`config.mk`:
```
export PLATFORM = sky130hd
export DESIGN_NAME = pipelined_adder_flat
export DESIGN_NICKNAME = d
export VERILOG_FILES = /design/src/rtl/pipelined_adder_if.sv /design/src/rtl/pipelined_adder.sv /design/src/flat_wrapper.sv
export SDC_FILE = /design/constraint.sdc
export NUM_CORES = 1
export LEC_CHECK = 0
export BUFFER_PORTS_ARGS = -buffer_cell sky130_fd_sc_hd__buf_2
export CORE_UTILIZATION = 59
export DETAILED_ROUTE_END_ITERATION = 6
export PLACE_DENSITY = 0.92
export SKIP_LAST_GASP = 1
export SLEW_MARGIN = 40
export SYNTH_ARGS = -nofsm -noshare
export SYNTH_HDL_FRONTEND = slang
export SYNTH_SLANG_ARGS = --single-unit
```
`constraint.sdc`:
```
create_clock -name clk_i -period 7.75 [get_ports clk_i]
set_input_delay 0 -clock clk_i [delete_from_list [all_inputs] [get_ports clk_i]]
set_output_delay 0 -clock clk_i [all_outputs]
set_load 0.03 [all_outputs]
```
`src/rtl/pipelined_adder_if.sv`:
```
// rtl/pipelined_adder_if.sv - operand/result handshake bundle for pipelined_adder
`timescale 1ns/1ps
interface pipelined_adder_if #(
  parameter int WIDTH = 32
);
  logic             valid_i;
  logic             ready_o;
  logic             sub_i;
  logic [WIDTH-1:0] data1_in;
  logic [WIDTH-1:0] data2_in;
  logic             valid_o;
  logic             ready_i;
  logic [WIDTH-1:0] data_out;
  logic             carry_o;
  logic             overflow_o;

  modport master (
    output valid_i, sub_i, data1_in, data2_in, ready_i,
    input  ready_o, valid_o, data_out, carry_o, overflow_o
  );

  modport slave (
    input  valid_i, sub_i, data1_in, data2_in, ready_i,
    output ready_o, valid_o, data_out, carry_o, overflow_o
  );
endinterface

```
`src/rtl/pipelined_adder.sv`:
```
// rtl/pipelined_adder.sv - STAGES-deep carry-chained add/sub with valid/ready handshake
// Build option ADDER_SAT_EN clamps data_out to signed max/min on overflow.
`timescale 1ns/1ps
module pipelined_adder #(
  parameter int WIDTH  = 32,
  parameter int STAGES = 2
) (
  input  logic                clk_i,
  input  logic                rst_i,
  pipelined_adder_if.slave    bus
);
  localparam int SW = WIDTH / STAGES;
  localparam int L  = STAGES - 1;

  logic [STAGES-1:0] vld_q, vld_d;
  logic [STAGES-1:0] cy_q, cy_d;
  logic [WIDTH-1:0]  a_q   [STAGES];
  logic [WIDTH-1:0]  a_d   [STAGES];
  logic [WIDTH-1:0]  b_q   [STAGES];
  logic [WIDTH-1:0]  b_d   [STAGES];
  logic [WIDTH-1:0]  res_q [STAGES];
  logic [WIDTH-1:0]  res_d [STAGES];
  logic              ovf_q, ovf_d;

  // Per-stage inputs: stage 0 sees the ports, stage k sees stage k-1 registers.
  logic [WIDTH-1:0]  a_s   [STAGES];
  logic [WIDTH-1:0]  b_s   [STAGES];
  logic [WIDTH-1:0]  r_s   [STAGES];
  logic [SW:0]       sum_s [STAGES];
  logic [STAGES-1:0] c_s;
  logic [STAGES-1:0] v_s;

  logic              adv;
  logic              ovf_now;
  logic [WIDTH-1:0]  res_last;

  assign adv            = ~vld_q[L] | bus.ready_i;
  assign bus.ready_o    = adv;
  assign bus.valid_o    = vld_q[L];
  assign bus.data_out   = res_q[L];
  assign bus.carry_o    = cy_q[L];
  assign bus.overflow_o = ovf_q;

  always_comb begin
    a_s[0] = bus.data1_in;
    b_s[0] = bus.sub_i ? ~bus.data2_in : bus.data2_in;
    c_s[0] = bus.sub_i;
    r_s[0] = '0;
    v_s[0] = bus.valid_i;
    for (int k = 1; k < STAGES; k++) begin
      a_s[k] = a_q[k-1];
      b_s[k] = b_q[k-1];
      c_s[k] = cy_q[k-1];
      r_s[k] = res_q[k-1];
      v_s[k] = vld_q[k-1];
    end
    for (int k = 0; k < STAGES; k++) begin
      sum_s[k] = {1'b0, a_s[k][k*SW +: SW]} + {1'b0, b_s[k][k*SW +: SW]}
               + {{SW{1'b0}}, c_s[k]};
    end
  end

  // Same-sign operands (B already conditioned) producing a different-sign result.
  always_comb begin
    ovf_now  = (a_s[L][WIDTH-1] == b_s[L][WIDTH-1]) &&
               (sum_s[L][SW-1] != a_s[L][WIDTH-1]);
    res_last = r_s[L];
    res_last[L*SW +: SW] = sum_s[L][SW-1:0];
`ifdef ADDER_SAT_EN
    if (ovf_now) begin
      res_last = a_s[L][WIDTH-1] ? {1'b1, {(WIDTH-1){1'b0}}}
                                 : {1'b0, {(WIDTH-1){1'b1}}};
    end
`endif
  end

  always_comb begin
    vld_d = vld_q;
    cy_d  = cy_q;
    ovf_d = ovf_q;
    for (int k = 0; k < STAGES; k++) begin
      a_d[k]   = a_q[k];
      b_d[k]   = b_q[k];
      res_d[k] = res_q[k];
    end
    if (adv) begin
      for (int k = 0; k < STAGES; k++) begin
        vld_d[k] = v_s[k];
        a_d[k]   = a_s[k];
        b_d[k]   = b_s[k];
        cy_d[k]  = sum_s[k][SW];
        res_d[k] = r_s[k];
        res_d[k][k*SW +: SW] = sum_s[k][SW-1:0];
      end
      res_d[L] = res_last;
      ovf_d    = ovf_now;
    end
  end

  always_ff @(posedge clk_i or negedge rst_i) begin
    if (!rst_i) begin
      vld_q <= '0;
      cy_q  <= '0;
      ovf_q <= 1'b0;
      for (int k = 0; k < STAGES; k++) begin
        a_q[k]   <= '0;
        b_q[k]   <= '0;
        res_q[k] <= '0;
      end
    end else begin
      vld_q <= vld_d;
      cy_q  <= cy_d;
      ovf_q <= ovf_d;
      for (int k = 0; k < STAGES; k++) begin
        a_q[k]   <= a_d[k];
        b_q[k]   <= b_d[k];
        res_q[k] <= res_d[k];
      end
    end
  end
endmodule

```
`src/flat_wrapper.sv`:
```
// flat-port wrapper written by rule: the top's interface ports become plain ports
module pipelined_adder_flat 
#(
  parameter int WIDTH  = 32,
  parameter int STAGES = 2
)
  (clk_i, rst_i, bus_valid_i, bus_sub_i, bus_data1_in, bus_data2_in, bus_ready_i, bus_ready_o, bus_valid_o, bus_data_out, bus_carry_o, bus_overflow_o);
  pipelined_adder_if #(.WIDTH(WIDTH)) bus_i ();
  input  logic clk_i;
  input  logic rst_i;
  input wire logic [$bits(bus_i.valid_i)-1:0] bus_valid_i;
  input wire logic [$bits(bus_i.sub_i)-1:0] bus_sub_i;
  input wire logic [$bits(bus_i.data1_in)-1:0] bus_data1_in;
  input wire logic [$bits(bus_i.data2_in)-1:0] bus_data2_in;
  input wire logic [$bits(bus_i.ready_i)-1:0] bus_ready_i;
  output wire logic [$bits(bus_i.ready_o)-1:0] bus_ready_o;
  output wire logic [$bits(bus_i.valid_o)-1:0] bus_valid_o;
  output wire logic [$bits(bus_i.data_out)-1:0] bus_data_out;
  output wire logic [$bits(bus_i.carry_o)-1:0] bus_carry_o;
  output wire logic [$bits(bus_i.overflow_o)-1:0] bus_overflow_o;
  assign bus_i.valid_i = bus_valid_i;
  assign bus_i.sub_i = bus_sub_i;
  assign bus_i.data1_in = bus_data1_in;
  assign bus_i.data2_in = bus_data2_in;
  assign bus_i.ready_i = bus_ready_i;
  assign bus_ready_o = bus_i.ready_o;
  assign bus_valid_o = bus_i.valid_o;
  assign bus_data_out = bus_i.data_out;
  assign bus_carry_o = bus_i.carry_o;
  assign bus_overflow_o = bus_i.overflow_o;
  pipelined_adder #(.WIDTH(WIDTH), .STAGES(STAGES)) u_core (.clk_i(clk_i), .rst_i(rst_i), .bus(bus_i));
endmodule
```
==> results.sh, run 1 <==
export IMPL_setup_viol=0
export IMPL_layout_common_cells="nand2_1 (150), buf_2 (102), dfrtp_1 (85), o21ai_0 (39), dlygate4sd3_1 (34)"
export IMPL_relSlewSlack=0.541
export IMPL_grt_max_degree=100
export IMPL_required_ns=8.00
export IMPL_path_clk_slew_ns=0.08
export IMPL_portBuffers=104
export IMPL_finalHoldViolCount=0
export IMPL_start_util=0.621
export IMPL_crit_type="register to register"
export IMPL_stdcell_count=785
export IMPL_max_freq_mhz=359
export IMPL_synth_nets=654
export IMPL_vias=4632
export IMPL_dp_cells=735
export IMPL_netlist_area_mm2=0.00490
export IMPL_diodes=0
export IMPL_final_nets=780
export IMPL_startpoint_type="register"
export IMPL_insertion_delay_ns=0.36
export IMPL_skew_ns=0.0129
export IMPL_rsz0062_at_grt="no"
export IMPL_ios=105
export IMPL_synth_compound_area_frac=0.167
export IMPL_drive_gt1_frac=0.192
export IMPL_cts_sinks=85
export IMPL_power_leakage_nw=2.93
export IMPL_ys_seq_elements=85
export IMPL_crit_fanout=3
export IMPL_period_minus_slack_ns=2.79
export IMPL_end_kind="register"
export IMPL_gp_congestion=0.862
export IMPL_drt_total_wl_um=12700
export IMPL_finalPower_w=0.00166
export IMPL_synthCells=552
export IMPL_synth_xor_area_share=0.0876
export IMPL_cts_max_path_buffers=2
export IMPL_ys_seq_area_frac=0.434
export IMPL_grt_use_total=0.315
export IMPL_synth_cell_types=51
export IMPL_die_width_um=93.1
export IMPL_ir_drop_mv=0.147
export IMPL_antenna_left=0
export IMPL_place_area_mm2=0.00548
export IMPL_grt_pass1_vias=4599
export IMPL_post_dp_hpwl_um=8120
export IMPL_cts_tree="done"
export IMPL_cts_setup_buffers=0
export IMPL_cts_buffers=9
export IMPL_cp_arrival_ns=3.04
export IMPL_viasPerCell=5.90
export IMPL_grt_pass1_wl_um=21500
export IMPL_setup_tns_ns=0
export IMPL_synthMuxAreaShare=0.00230
export IMPL_maxCapViolations=0
export IMPL_rows=32
export IMPL_final_common_cell="nand2_1"
export IMPL_outcome="finished, final reports clean"
export IMPL_root_buffer="clkbuf_8"
export IMPL_synth_edf_count=0
export IMPL_power_density_mw_per_mm2=277
export IMPL_grt_overflow=0
export IMPL_drt_iter0_drc=305
export IMPL_yosys_area_share_adder=0.0889
export IMPL_max_slew_worst_pin_slew_ns=0.688
export IMPL_core_area_mm2=0.00789
export IMPL_timing_final_crit_share=0.360
export IMPL_synth_avg_cell_area_um2=8.87
export IMPL_drtPass1Iterations=5
export IMPL_maxSlewViolCount=0
export IMPL_die_area_mm2=0.00867
export IMPL_drc=0
export IMPL_antenna_found_initial=0
export IMPL_yosys_warnings=0
export IMPL_area_growth_synth_to_final_pct=22.6
export IMPL_synth_ff_type="dfrtp_1"
export IMPL_hold_ws_ns=0.0200
export IMPL_htreeDepth=3
export IMPL_wl_per_cell_um=16.1
export IMPL_synth_top_family_by_area="simple AND/OR/NAND/NOR gates"
export IMPL_ctsResizeCount=0
export IMPL_fin_area_mm2=0.00601
export IMPL_synth_simple_gate_area_frac=0.196
export IMPL_die_h_um=93.1
export IMPL_async_reset_ff_frac=1.00
export IMPL_n_fill_cell=510
export IMPL_hold_path_class="primary input to register"
## synth_stat cells, types with 3 or more instances
cell type	n	area, um2
fa_1	3	60.1
o22ai_1	4	25.0
nor2_1	31	116
clkbuf_1	21	78.8
nand4_1	5	31.3
nor2b_1	3	18.8
nand2_1	150	563
nor3b_1	4	30.0
inv_1	6	22.5
ha_1	30	375
nor3_1	7	35.0
nand3_1	8	40.0
a31oi_1	3	18.8
a21oi_1	33	165
o211ai_1	4	30.0
a211oi_1	4	30.0
xor2_1	26	228
or3_1	4	25.0
buf_1	3	11.3
a21o_1	10	75.1
o31ai_1	5	37.5
xnor2_1	23	201
o21a_1	6	45.0
dfrtp_1	85	2130
nand2b_1	4	25.0
o21ai_0	39	195
## sequential cells by signal, indices dropped and copies added (netlist names)
| signal | count |
|---|---|
| u_core.a_q | 16 |
| u_core.b_q | 16 |
| u_core.bus.data_out | 32 |
| u_core.bus.overflow_o | 1 |
| u_core.cy_q | 2 |
| u_core.r_s | 16 |
| u_core.vld_q | 2 |
## layer usage
metal	vias up	track usage	wire length (um)
li1	2151	-	-
met1	2194	0.418	5240
met2	226	0.513	6120
met3	61	0.0504	806
met4	0	0.136	494
met5	-	0	0
## critical path: stages, from the launching register on
cell and delay [ns]:
dfrtp_1 0.41, fa_1 0.53, fa_1 0.44, a21o_1 0.22
nand3_1 0.17, a2111oi_1 0.16, o31a_1 0.35, o21a_1 0.18
o31ai_1 0.23
## area by class of cell
type                            instances  area, um2  area share
Clock inverter                          5       33.8     0.00563
Multi-Input combinational cell        436       2660       0.443
Timing Repair Buffer                  140        891       0.148
Sequential cell                        85       2130       0.354
Inverter                                6       22.5     0.00375
Clock buffer                           11        141      0.0235
Tap cell                              102        128      0.0212
## metrics by stage
stage | util | worst slack, ns
final | 0.761 | 4.96
after global placement | 0.694 | 5.21
after detailed placement | 0.695 | 5.10
after CTS | 0.760 | 4.93
after global routing | 0.761 | 4.81
after floorplan | - | 5.28
## kinds of logic after synthesis
kind of cell,after synthesis
flops,85
buf+inv,31
xor+xnor,49
fa+ha+maj,33
mux,1
compound gates,127
simple gates,226
## path summary, 6_finish.rpt
| path | from | endpoint | slack (ns) | cells after the start |
|---|---|---|---|---|
| setup reg to reg | u_core.b_q[48]$_DFFE_PN0P_ | u_core.bus.data_out[30]$_DFFE_PN0P_ | 4.96 | 8 |
| max in group asynchronous | rst_i | u_core.bus.data_out[3]$_DFFE_PN0P_ | 7.02 | 2 |
| min in group asynchronous | rst_i | u_core.r_s[13]$_DFFE_PN0P_ | 0.21 | 2 |
| hold reg to reg | u_core.bus.data_out[12]$_DFFE_PN0P_ | u_core.bus.data_out[12]$_DFFE_PN0P_ | 0.47 | 2 |
| setup / recovery | u_core.b_q[48]$_DFFE_PN0P_ | u_core.bus.data_out[30]$_DFFE_PN0P_ | 4.96 | 8 |
| hold / removal | bus_data1_in[0] | u_core.r_s[0]$_DFFE_PN0P_ | 0.02 | 3 |
## where the power goes
part | switching (W) | internal (W)
clock | 0.000165 | 0.000125
sequential | 0.0000799 | 0.000567
combinational | 0.000467 | 0.000260
## what timing repair did
action / in CTS / in global routing
hold buffers: 34 / 0
hold endpoints to repair: 118 / 0
setup endpoints to repair: 0 / 0
(Power assumes the default switching activity.)
==> run 2: changes to the inputs <==
--- a/config.mk
+++ b/config.mk
@@ -5,10 +5,11 @@
 export SDC_FILE = /design/constraint.sdc
 export NUM_CORES = 1
 export LEC_CHECK = 0
+export ABC_AREA = 1
 export BUFFER_PORTS_ARGS = -buffer_cell sky130_fd_sc_hd__buf_2
-export CORE_UTILIZATION = 59
+export CORE_UTILIZATION = 56
 export DETAILED_ROUTE_END_ITERATION = 6
-export PLACE_DENSITY = 0.92
+export PLACE_DENSITY = 0.88
 export SKIP_LAST_GASP = 1
 export SLEW_MARGIN = 40
 export SYNTH_ARGS = -nofsm -noshare
==> constraint.sdc (replaced) <==
create_clock -name clk_i -period 2.7 [get_ports clk_i]
set_input_delay 0 -clock clk_i [delete_from_list [all_inputs] [get_ports clk_i]]
set_output_delay 0 -clock clk_i [all_outputs]
set_load 0.03 [all_outputs]
==> run 2 against run 1 <==
  * Critical path type unchanged
  * Non-clock buffer count rose by 5
  * The flow now finishes with violations (DRC)
  * Global-route usage fell by 2.3 points
  * Critical path depth rose by 2
  * Maximum frequency rose by 30%
  * Largest cell class unchanged
  * Highest routed layer unchanged
==> results.sh, run 2 <==
export IMPL_outcome="finished, violations left"
export IMPL_violations="DRC"
export IMPL_rsz0062_at_grt="no"
export IMPL_drc=16
export IMPL_slowest_delay_ns=0.49
export IMPL_drt_total_wl_um=12900
export IMPL_viasPerCell=5.33
export IMPL_startpoint_type="register"
export IMPL_fin_area_mm2=0.00632
export IMPL_crit_top_cell="nand2_1"
export IMPL_power_leakage_nw=3.36
export IMPL_final_common_cell="nand2_1"
export IMPL_grt_max_degree=90
export IMPL_root_buffer="clkbuf_8"
export IMPL_layout_common_cells="nand2_1 (255), buf_2 (103), dfrtp_1 (85), inv_1 (52), o21ai_0 (45)"
export IMPL_slowest_stage="fa_1"
export IMPL_synth_edf_count=0
export IMPL_portBuffers=104
export IMPL_seq_area_mm2=0.00213
export IMPL_cp_arrival_ns=2.39
export IMPL_start_util=0.583
export IMPL_synth_cell_types=29
export IMPL_cts_setup_buffers=0
export IMPL_drtPass1Iterations=7
export IMPL_period_minus_slack_ns=2.14
export IMPL_cts_tree="done"
export IMPL_rows=34
export IMPL_path_buf_inv=0
export IMPL_grt_pass1_vias=4795
export IMPL_n_fill_cell=716
export IMPL_finalHoldViolCount=0
export IMPL_htreeDepth=3
export IMPL_crit_fanout=4
export IMPL_final_nets=909
export IMPL_cts_max_path_buffers=2
export IMPL_path_clk_slew_ns=0.10
export IMPL_setup_viol=0
export IMPL_largest_reg_flops=32
export IMPL_drt_iter0_drc=384
export IMPL_gp_congestion=0.961
export IMPL_required_ns=2.95
export IMPL_path_delay_family="adder cells"
export IMPL_finalPower_w=0.00498
export IMPL_hold_ws_ns=0.121
export IMPL_ir_drop_mv=0.351
export IMPL_drive_gt1_frac=0.167
export IMPL_timing_final_crit_share=0.791
export IMPL_maxSlewViolCount=0
export IMPL_diodes=0
export IMPL_grt_overflow=0
export IMPL_ys_seq_area_frac=0.414
export IMPL_yosys_warnings=0
export IMPL_cts_buffers=9
export IMPL_synth_top_area_cell="dfrtp_1"
export IMPL_die_area_mm2=0.00955
export IMPL_dp_cells=868
export IMPL_post_dp_hpwl_um=9080
export IMPL_core_area_mm2=0.00881
export IMPL_area_growth_synth_to_final_pct=23.1
export IMPL_end_kind="register"
export IMPL_synth_ff_type="dfrtp_1"
export IMPL_grt_pass1_wl_um=22400
export IMPL_relSlewSlack=0.471
export IMPL_skew_ns=0.0130
export IMPL_cp_cell_sequence="fa_1, fa_1, nand3_1, nand2_2, nand2_1, nand2_1, nand2_1, nand3_1, nand3_1, nand2_1"
export IMPL_power_density_mw_per_mm2=789
export IMPL_ios=105
export IMPL_synth_top_cells_by_count="nand2_1 (255), dfrtp_1 (85), inv_1 (53), o21ai_0 (45), nand3_1 (39)"
export IMPL_synth_area_leaders="dfrtp_1 (41%), nand2_1 (19%), ha_1 (7.3%), xnor2_1 (4.4%), o21ai_0 (4.4%)"
export IMPL_synth_top_area_frac=0.414
export IMPL_max_slew_worst_pin_slew_ns=0.794
export IMPL_antenna_left=0
export IMPL_synth_avg_cell_area_um2=7.63
export IMPL_stdcell_count=920
export IMPL_cts_sinks=85
export IMPL_multi_input_area_mm2=0.00270
export IMPL_synth_nets=775
export IMPL_wl_per_cell_um=14.0
export IMPL_antenna_found_initial=0
export IMPL_maxCapViolations=0
export IMPL_ys_seq_elements=85
export IMPL_netlist_area_mm2=0.00513
export IMPL_grt_use_total=0.292
export IMPL_yosysMostFrequentCell="nand2_1"
export IMPL_hold_path_class="primary input to register"
export IMPL_setup_tns_ns=0
export IMPL_insertion_delay_ns=0.37
export IMPL_async_reset_ff_frac=1.00
export IMPL_place_area_mm2=0.00573
export IMPL_crit_type="register to register"
export IMPL_vias=4904
export IMPL_synthCells=673
export IMPL_die_width_um=97.7
export IMPL_max_freq_mhz=468
export IMPL_die_h_um=97.7
==> run 2: cell count changes in the layout (fill, tap and decap cells not counted), moves of 5 or more <==
| cell | before | now |
|---|---|---|
| nand2_1 | 150 | 255 |
| inv_1 | 5 | 52 |
| nand3_1 | 8 | 39 |
| a21o_1 | 10 | 1 |
| xor2_1 | 26 | 17 |
| nand2_2 | 0 | 7 |
| o21ai_0 | 39 | 45 |
| nor3_1 | 7 | 2 |
==> run 2: area by class of cell <==
type / instances / share of cell area
multi-input combinational: 513 / 0.428
sequential: 85 / 0.337
timing repair buffer: 145 / 0.147
inverter: 53 / 0.0315
tap: 108 / 0.0214
clock buffer: 9 / 0.0196
clock inverter: 7 / 0.0166
==> run 2: power breakdown <==
| part | internal [W] | switching (W) | leakage (nW) | total (W) |
|---|---|---|---|---|
| Combinational | 0.000709 | 0.00139 | 2.23 | 0.00210 |
| Clock | 0.000537 | 0.000505 | 0.113 | 0.00104 |
| Sequential | 0.00162 | 0.000224 | 1.02 | 0.00184 |
==> run 2: what timing repair did <==
action | CTS | global route
endpoints found under the hold margin | 119 | 0
gates resized for setup | 0 | 0
hold buffers | 36 | 0
==> run 2: per-stage QoR <==
step	utilization	worst slack (ns)
after floorplan	-	0.740
after global routing	0.718	0.454
after global placement	0.650	0.646
after CTS	0.717	0.582
final	0.718	0.564
after detailed placement	0.650	0.539
==> run 2: path summary, 6_finish.rpt <==
path	end	cells past startpoint	from	slack, ns
worst max-delay path	u_core.bus.data_out[30]$_DFFE_PN0P_	10	u_core.b_q[48]$_DFFE_PN0P_	0.56
worst min-delay path	u_core.r_s[14]$_DFFE_PN0P_	5	bus_data1_in[14]	0.12
worst max register to register	u_core.bus.data_out[30]$_DFFE_PN0P_	10	u_core.b_q[48]$_DFFE_PN0P_	0.56
worst min register to register	u_core.vld_q[1]$_DFFE_PN0P_	2	u_core.vld_q[0]$_DFFE_PN0P_	0.46
max in group asynchronous	u_core.bus.data_out[20]$_DFFE_PN0P_	2	rst_i	1.97
min in group asynchronous	u_core.b_q[48]$_DFFE_PN0P_	2	rst_i	0.26
==> run 2: kinds of logic after synthesis <==
family,count (synthesis),share of synthesized area
buffers and inverters,75,0.0604
AOI/OAI and AO/OA,88,0.0897
xor gates and xnor gates,43,0.0734
adders and majority gates,33,0.0848
and+or+nand+nor,349,0.277
DFF,85,0.414
==> run 2: worst register-to-register path, delay by kind of cell, from the launching register on <==
family,cells,cell delay (ns)
adders and majority gates,2,0.94
DFF,1,0.41
and+or+nand+nor,8,0.68
==> run 2: per-layer routing <==
layer	routed length, um	vias up	track usage
met5	0	-	0
met4	126	0	0.0583
met3	911	13	0.0608
met2	6180	182	0.477
met1	5690	2299	0.407
li1	-	2410	-
==> run 3: changes to the inputs <==
--- a/config.mk
+++ b/config.mk
@@ -5,11 +5,11 @@
 export SDC_FILE = /design/constraint.sdc
 export NUM_CORES = 1
 export LEC_CHECK = 0
-export ABC_AREA = 1
+export ABC_AREA = 0
 export BUFFER_PORTS_ARGS = -buffer_cell sky130_fd_sc_hd__buf_2
-export CORE_UTILIZATION = 56
+export CORE_UTILIZATION = 50
 export DETAILED_ROUTE_END_ITERATION = 6
-export PLACE_DENSITY = 0.88
+export PLACE_DENSITY = 0.84
 export SKIP_LAST_GASP = 1
 export SLEW_MARGIN = 40
 export SYNTH_ARGS = -nofsm -noshare
==> constraint.sdc (replaced) <==
create_clock -name clk_i -period 1.92 [get_ports clk_i]
set_input_delay 0 -clock clk_i [delete_from_list [all_inputs] [get_ports clk_i]]
set_output_delay 0 -clock clk_i [all_outputs]
set_load 0.03 [all_outputs]
==> run 3 against run 2 <==
  * The flow finishes with violations (setup timing)
  * Combinational power rose by 66%
  * Sequential cell count did not move
  * Worst hold slack got worse by 0.064 ns
  * Critical path depth fell by 3
  * Total power rose by 49%
  * Die area rose by 6.7%
  * Wire length rose by 6.2%
==> results.sh, run 3 (synthesis results as in run 1) <==
export IMPL_clock_power_share=0.178
export IMPL_power_leakage_nw=3.35
export IMPL_end_kind="register"
export IMPL_power_density_mw_per_mm2=1090
export IMPL_die_h_um=101
export IMPL_maxSlewViolCount=0
export IMPL_layout_common_cells="nand2_1 (150), buf_2 (103), dfrtp_1 (85), buf_4 (73), o21ai_0 (38)"
export IMPL_path_clk_slew_ns=0.09
export IMPL_portBuffers=104
export IMPL_setup_tns_ns=-4.86
export IMPL_root_buffer="clkbuf_8"
export IMPL_rsz0062_at_grt="yes"
export IMPL_largest_reg_flops=32
export IMPL_violations="setup timing"
export IMPL_outcome="finished, violations left"
export IMPL_required_ns=2.16
export IMPL_startpoint_type="register"
export IMPL_vias=4850
export IMPL_cts_tree="done"
export IMPL_rows=35
export IMPL_wl_per_cell_um=15.4
export IMPL_grt_overflow=0
export IMPL_period_minus_slack_ns=2.50
export IMPL_cts_buffers=9
export IMPL_seqPwrFrac=0.350
export IMPL_final_common_cell="nand2_1"
export IMPL_p_sw_w=0.00309
export IMPL_grt_pass1_wl_um=22300
export IMPL_finalHoldViolCount=0
export IMPL_final_nets=856
export IMPL_comb_power_share=0.471
export IMPL_antenna_left=0
export IMPL_post_place_ws_ns=-0.431
export IMPL_skew_ns=0.0114
export IMPL_cts_max_path_buffers=2
export IMPL_drt_iter0_drc=307
export IMPL_maxCapViolations=0
export IMPL_start_util=0.523
export IMPL_finalPower_w=0.00742
export IMPL_viasPerCell=5.46
export IMPL_crit_type="register to register"
export IMPL_antenna_found_initial=0
export IMPL_grt_pass1_vias=4839
export IMPL_area_growth_synth_to_final_pct=38.3
export IMPL_insertion_delay_ns=0.36
export IMPL_crit_fanout=3
export IMPL_drive_gt1_frac=0.291
export IMPL_setup_ws_ns=-0.584
export IMPL_ir_drop_mv=0.633
export IMPL_drc=0
export IMPL_drt_total_wl_um=13700
export IMPL_grt_use_total=0.279
export IMPL_cts_sinks=85
export IMPL_relSlewSlack=0.647
export IMPL_p_sw_frac=0.416
export IMPL_grt_max_degree=99
export IMPL_setup_viol=14
export IMPL_gp_congestion=0.890
export IMPL_diodes=0
export IMPL_max_slew_worst_pin_slew_ns=0.529
export IMPL_internal_power_w=0.00433
export IMPL_core_area_mm2=0.00937
export IMPL_die_width_um=101
export IMPL_timing_final_crit_share=1.30
export IMPL_die_area_mm2=0.0102
export IMPL_drtPass1Iterations=5
export IMPL_hold_path_class="primary input to register"
export IMPL_n_fill_cell=671
export IMPL_post_dp_hpwl_um=8910
export IMPL_htreeDepth=3
export IMPL_cp_arrival_ns=2.74
export IMPL_ios=105
export IMPL_max_freq_mhz=399
## run 3: changes by cell type in the layout (fill, tap and decap cells not counted), moves of 5 or more
cell     previous run  this run
xnor2_1            26        21
xor2_1             17        26
buf_4               5        73
inv_1              52         5
nand3_1            39         7
nand2_2             7         0
nand2_1           255       150
nor3_1              2         7
o21ai_0            45        38
a21o_1              1        10
## run 3: final timing paths
| check | start | to | slack (ns) | cells after the start |
|---|---|---|---|---|
| max | u_core.b_q[48]$_DFFE_PN0P_ | u_core.bus.data_out[25]$_DFFE_PN0P_ | -0.58 | 7 |
| min | bus_data1_in[0] | u_core.r_s[0]$_DFFE_PN0P_ | 0.06 | 4 |
| max reg2reg | u_core.b_q[48]$_DFFE_PN0P_ | u_core.bus.data_out[25]$_DFFE_PN0P_ | -0.58 | 7 |
| min reg2reg | u_core.vld_q[0]$_DFFE_PN0P_ | u_core.vld_q[1]$_DFFE_PN0P_ | 0.47 | 1 |
| max in group asynchronous | rst_i | u_core.bus.data_out[16]$_DFFE_PN0P_ | 1.12 | 3 |
| min in group asynchronous | rst_i | u_core.r_s[10]$_DFFE_PN0P_ | 0.16 | 2 |
## run 3: layer usage
layer | GRT usage | vias up | wire length, um
met5 | 0 | - | 0
met4 | 0.0925 | 0 | 360
met3 | 0.0465 | 35 | 754
met2 | 0.489 | 217 | 6890
met1 | 0.349 | 2302 | 5710
li1 | - | 2296 | -
## run 3: layout make-up
type / instances / area (um2) / share of cell area
multi-input combinational: 436 / 2780 / 0.410
inverter: 6 / 22.5 / 0.00332
tap: 129 / 161 / 0.0238
clock buffer: 10 / 128 / 0.0188
timing repair buffer: 216 / 1490 / 0.220
clock inverter: 6 / 71.3 / 0.0105
sequential: 85 / 2130 / 0.314
## run 3: power by group through the flow
stage | Sequential [W] | Clock, W | Combinational (W)
2_1_floorplan | 0.00315 | 0 | 0.00147
3_3_place_gp | 0.00260 | 0 | 0.00304
3_5_place_dp | 0.00262 | 0 | 0.00313
4_1_cts | 0.00259 | 0.00132 | 0.00332
5_1_grt | 0.00264 | 0.00141 | 0.00377
6_report | 0.00260 | 0.00132 | 0.00349
## run 3: worst max-delay path: stages, from the launching register on
cell and delay [ns]:
dfrtp_1 0.43, fa_2 0.45, a211oi_4 0.24, o21bai_2 0.11, o311a_4 0.35, o21a_1 0.19
or3_1 0.36, a31o_1 0.26
## run 3: per-stage QoR
| stage | area [um2] | util | hold slack [ns] | instances |
|---|---|---|---|---|
| after floorplan | 4950 | - | -0.296 | 552 |
| after global routing | 6770 | 0.723 | 0.0458 | 888 |
| after CTS | 6680 | 0.713 | 0.0462 | 882 |
| after global placement | 6060 | 0.646 | 0.00902 | 830 |
| after detailed placement | 6060 | 0.646 | 0.0157 | 830 |
| final | 6770 | 0.723 | 0.0575 | 888 |
## run 3: what timing repair did
| action | 4_1_cts | 5_1_grt |
|---|---|---|
| resized for setup | 13 | 10 |
| hold endpoints to repair | 73 | 0 |
| hold buffers | 35 | 0 |
| gates cloned | 0 | 0 |
| endpoints found under the setup margin | 12 | 15 |
| pin swaps | 6 | 15 |
| buffers inserted | 1 | 6 |
